$ cat config.mk
export PLATFORM = sky130hd
export DESIGN_NAME = cacheline_adaptor
export DESIGN_NICKNAME = d
export VERILOG_FILES = /design/src/rtl/cacheline_adaptor.sv
export SDC_FILE = /design/constraint.sdc
export NUM_CORES = 1
export LEC_CHECK = 0
export ABC_AREA = 1
export ABC_CLOCK_PERIOD_IN_PS = 4000
export BUFFER_PORTS_ARGS = -buffer_cell sky130_fd_sc_hd__buf_2
export CAP_MARGIN = 20
export CORE_AREA = 2 2 279 281
export CTS_CLUSTER_SIZE = 20
export DETAILED_ROUTE_END_ITERATION = 7
export DIE_AREA = 0 0 281 283
export GPL_TIMING_DRIVEN = 0
export HOLD_SLACK_MARGIN = 0.1
export PLACE_DENSITY = 0.44
export SLEW_MARGIN = 5
export SYNTH_ARGS = -nofsm -noshare
export SYNTH_HDL_FRONTEND = slang
export SYNTH_SLANG_ARGS = --single-unit
$ cat constraint.sdc
create_clock -name clk -period 4 [get_ports clk]
set_input_delay 0 -clock clk [delete_from_list [all_inputs] [get_ports clk]]
set_output_delay 0 -clock clk [all_outputs]
set_load 0.02 [all_outputs]
$ cat src/rtl/cacheline_adaptor.sv
// Memory-side responder: turns one 256-bit cacheline read/write from the arbiter
// into a four-beat 64-bit burst on the physical memory port.
module cacheline_adaptor (
    input  logic         clk,
    input  logic         rst,
    input  logic [31:0]  address_i,
    input  logic         read_i,
    input  logic         write_i,
    input  logic [255:0] line_i,
    output logic [255:0] line_o,
    output logic         resp_o,
    output logic [31:0]  address_o,
    output logic         read_o,
    output logic         write_o,
    output logic [63:0]  burst_o,
    input  logic [63:0]  burst_i,
    input  logic         resp_i
);

    typedef enum logic [2:0] {IDLE, READ, RDONE, WRITE, WDONE} state_t;

    state_t       state;
    state_t       next_state;
    logic [1:0]   cnt;
    logic [255:0] line_buf;
    logic [31:0]  addr_reg;
    logic         last_beat;

    assign last_beat = resp_i && (cnt == 2'd3);

    always_ff @(posedge clk) begin
        if (rst) begin
            state <= IDLE;
        end else begin
            state <= next_state;
        end
    end

    // Address and line are captured once at acceptance so later arbiter changes are ignored.
    always_ff @(posedge clk) begin
        if (rst) begin
            cnt      <= 2'd0;
            line_buf <= 256'd0;
            addr_reg <= 32'd0;
        end else begin
            case (state)
                IDLE: begin
                    if (read_i) begin
                        addr_reg <= address_i & 32'hFFFF_FFE0;
                        cnt      <= 2'd0;
                    end else if (write_i) begin
                        addr_reg <= address_i & 32'hFFFF_FFE0;
                        line_buf <= line_i;
                        cnt      <= 2'd0;
                    end
                end
                READ: begin
                    if (resp_i) begin
                        line_buf[{cnt, 6'd0} +: 64] <= burst_i;
                        cnt <= cnt + 2'd1;
                    end
                end
                WRITE: begin
                    if (resp_i) begin
                        cnt <= cnt + 2'd1;
                    end
                end
                default: begin
                end
            endcase
        end
    end

    always_comb begin
        next_state = state;
        case (state)
            IDLE: begin
                if (read_i) begin
                    next_state = READ;
                end else if (write_i) begin
                    next_state = WRITE;
                end
            end
            READ: begin
                if (last_beat) begin
                    next_state = RDONE;
                end
            end
            WRITE: begin
                if (last_beat) begin
                    next_state = WDONE;
                end
            end
            RDONE:   next_state = IDLE;
            WDONE:   next_state = IDLE;
            default: next_state = IDLE;
        endcase
    end

    // Outputs depend only on registered state, so resp_o is never combinational from resp_i.
    always_comb begin
        resp_o    = (state == RDONE) || (state == WDONE);
        read_o    = (state == READ);
        write_o   = (state == WRITE);
        address_o = addr_reg;
        line_o    = line_buf;
        burst_o   = line_buf[63:0];
        if (state == WRITE) begin
            burst_o = line_buf[{cnt, 6'd0} +: 64];
        end
    end

endmodule

==> impl_metrics.csv <==
group,metric,value,unit
clock_tree,clock_tree.root_cell,"clkbuf_16",
yosys,synth_ff_type,"dfxtp_1",
status,status,"complete, no violations",
yosys,yosys-mux-area-fraction,0,%
yosys,synth_top_family_by_area,"simple AND/OR/NAND/NOR gates",
placement,dp_hpwl,88680,µm
clock_tree,clock_path_buffers,3,
placement,place_congestion,0.8966,
placement,placed_area,0.02272,mm²
global_routing,grt.overflow.total,0,
layout,final_util,35.88,%
clock_tree,cts_buffers,40,
drt,wirelength,114500,µm
hold_path,min_path_type,"input port to register",
layout,fin_nets,4767,
drt,vias,24380,
yosys,yosys.area_share.simple,47.74,%
floorplan,start_util,23.31,%
power,p_int,7.844,mW
timing,hold_viol,0,
timing,fin_ws,0.1775,ns
drt,antenna_left,0,
timing,drv_slew,0,
power,pwr-share-seq,27.1,%
power,p_sw_share,48.83,%
power,peakVddDrop,0.0003068,V
yosys,synth_compound_area_share,6.768,%
setup_path,critPathKind,"register to register",
yosys,synth_top_area_share,32.25,%
clock_tree,cts_tree,"built",
yosys,netlist_area,0.01788,mm²
clock_tree,clock_latency,0.57,ns
global_routing,grt_pass1_wl,162100,µm
layout,post_route_cells_drive_above_1_share,20.56,%
clock_tree,clk_pin_slew,0.06,ns
timing,max_freq,0.2616,GHz
yosys,synth-async-reset-ratio,0,%
power,pwr-share-clk,22.6,%
global_routing,antenna_found_initial,12,
timing,finalCriticalPeriod,3.823,ns
power,p_switching,7.487,mW
setup_path,critPathMaxFanout,12,
clock_tree,cts_setup_buffers,0,
yosys,syn-instance-count,3297,
yosys,synth_cell_type_count,24,
timing,fin_crit_sh,95.56,%
drt,wl_per_cell,20.94,µm
floorplan,die_h,283,µm
yosys,seq_area_frac_synth,32.25,%
floorplan,pin_count,712,
yosys,synth_fa_ha_area_share,0.4200,%
power,power_density,557.0,mW/mm²
yosys,synth_edf_count,0,
global_routing,grt_max_degree,13,
setup_path,end_kind,"register",
timing,worst_pin_slew,1.055,ns
setup_path,critPathLaunchType,"register",
drt,drc,0,
drt,via_per_inst,4.456,
floorplan,die-area,0.07952,mm²
power,p_comb_share,50.3,%
clock_tree,clock_sinks,288,
yosys,synth_xor_area_share,0,%
yosys,synth_most_common_cell,"nand2_1",
layout,syn2layout_area_growth,53.96,%
yosys,synth_top_cells_by_area,"dfxtp_1 (32%), nand2_1 (26%), nor2_1 (17%)",
drt,drtIter0Drc,1686,
drt,first_pass_iters,5,
layout,fillCellCount,8866,
yosys,synth_area_per_cell,5.422,µm²
setup_path,worstPathArrival,4.32,ns
global_routing,grt_pass1_vias,23950,
yosys,synth_top_cell_by_area,"dfxtp_1",
global_routing,grt_usage,27.87,%
layout,postLayoutCellArea,0.02752,mm²
timing,skew,0.03500,ns
floorplan,die_w,281,µm
timing,whs,0.1303,ns
clock_tree,cts-htree-levels,2,
timing,rsz0062_at_grt,"no",
floorplan,core-area,0.07670,mm²
timing,setup_viol,0,
timing,relSlewSlack,29.70,%
placement,io_buffers,701,
yosys,synth_common_cells,"nand2_1 (1,243), nor2_1 (828), inv_1 (332)",
setup_path,critPathRequiredTime,4.50,ns
setup_path,reg2reg_slack,0.18,ns
power,p_leak,14.65,nW
placement,dp_slack,-0.4910,ns
flow_run,drv_cap,0,
yosys,ys_seq_elements,288,
floorplan,row_count,102,
yosys,yosys_warnings,0,
[power by group through the flow]
stage / Clock [mW] / Sequential, mW / Combinational (mW)
after floorplan: 0 / 4.94 / 3.48
after global placement: 0 / 4.19 / 7.39
after detailed placement: 0 / 4.19 / 7.39
after CTS: 3.54 / 4.14 / 7.73
after global routing: 3.65 / 4.22 / 8.42
final: 3.47 / 4.15 / 7.71
[worst max-delay path, stage by stage, from the launching register on]
cell and delay (ns):
dfxtp_2 0.55, buf_4 0.34, inv_2 0.15, clkbuf_2 0.34
buf_2 0.36, ha_1 0.26, inv_1 0.06, buf_2 0.37
buf_1 0.51, nand2_1 0.16, nor2_1 0.26, inv_1 0.07
nor2_1 0.12, nor2_1 0.07, nor2_1 0.07
[layer usage]
| layer | global-route usage, % | wire length, µm | vias up |
|---|---|---|---|
| met5 | 0 | 48 | - |
| met3 | 5.014 | 7766 | 214 |
| met1 | 35.59 | 49610 | 11110 |
| li1 | - | - | 12080 |
| met4 | 11.12 | 4881 | 8 |
| met2 | 46.13 | 52240 | 964 |
[area by class of cell]
type,count,area (µm²),area share (%)
clock buffers,57,1136,4.128
clock inverters,7,37.54,0.1364
diodes,5,12.51,0.04546
plain buffers,222,1025,3.723
repair buffers,1061,7122,25.88
multi-input cells,2453,9853,35.80
flip-flops and latches,288,5767,20.95
well taps,1040,1301,4.728
inverters,338,1269,4.610
[cells by family after synthesis]
kind of cell | count (synthesis)
AOI/OAI and AO/OA | 225
DFF | 288
and+or+nand+nor | 2217
adders and majority gates | 6
buffers and inverters | 560
other | 1
[worst paths after layout]
path | depth (start not counted) | startpoint | endpoint
setup reg to reg | 14 | cnt[0] | line_o[240]
hold / removal | 5 | write_i | address_o[10]
setup / recovery | 14 | cnt[0] | line_o[240]
hold reg to reg | 2 | address_o[10] | address_o[10]
[what timing repair did]
| action | 4_1_cts | 5_1_grt |
|---|---|---|
| gates cloned | 0 | 0 |
| resized for setup | 6 | 4 |
| endpoints found under the setup margin | 227 | 172 |
| hold buffers | 358 | 0 |
| endpoints found under the hold margin | 288 | 0 |
[state kept, by name, indices dropped and copies added (netlist names)]
name and cells:
cnt 2, address_o 27, state 3, line_o 256
[cells in the final DEF, fill, tap and decap left out]
master	synthesis	layout
nand3_2	1	2
clkbuf_8	0	5
buf_2	129	830
nand2_1	1243	1243
diode_2	0	5
nor2_4	3	5
nand3_1	136	135
buf_4	6	6
a21oi_1	5	5
buf_8	0	2
clkinv_2	0	6
o22ai_1	64	64
conb_1	1	5
clkinvlp_4	0	1
ha_1	6	6
clkbuf_1	71	78
o21ai_0	135	135
dlygate4sd3_1	0	358
dfxtp_1	288	287
inv_2	4	4
nor3_1	1	1
clkinv_1	2	2
o21ai_1	20	20
clkbuf_16	0	41
dfxtp_2	0	1
clkbuf_2	1	6
nand4_1	3	3
nor2_1	828	828
inv_1	332	332
a21oi_2	1	1
buf_1	15	14
[through the flow]
stage               setup TNS (ns)  power (mW)  cells
finish                           0       15.33   5471
global route                     0       16.29   5469
CTS                              0       15.41   5465
detailed placement          -40.50       11.59   5043
global placement            -59.14       11.58   5042
floorplan                        0       8.419   3301
(Power assumes the default switching activity.)
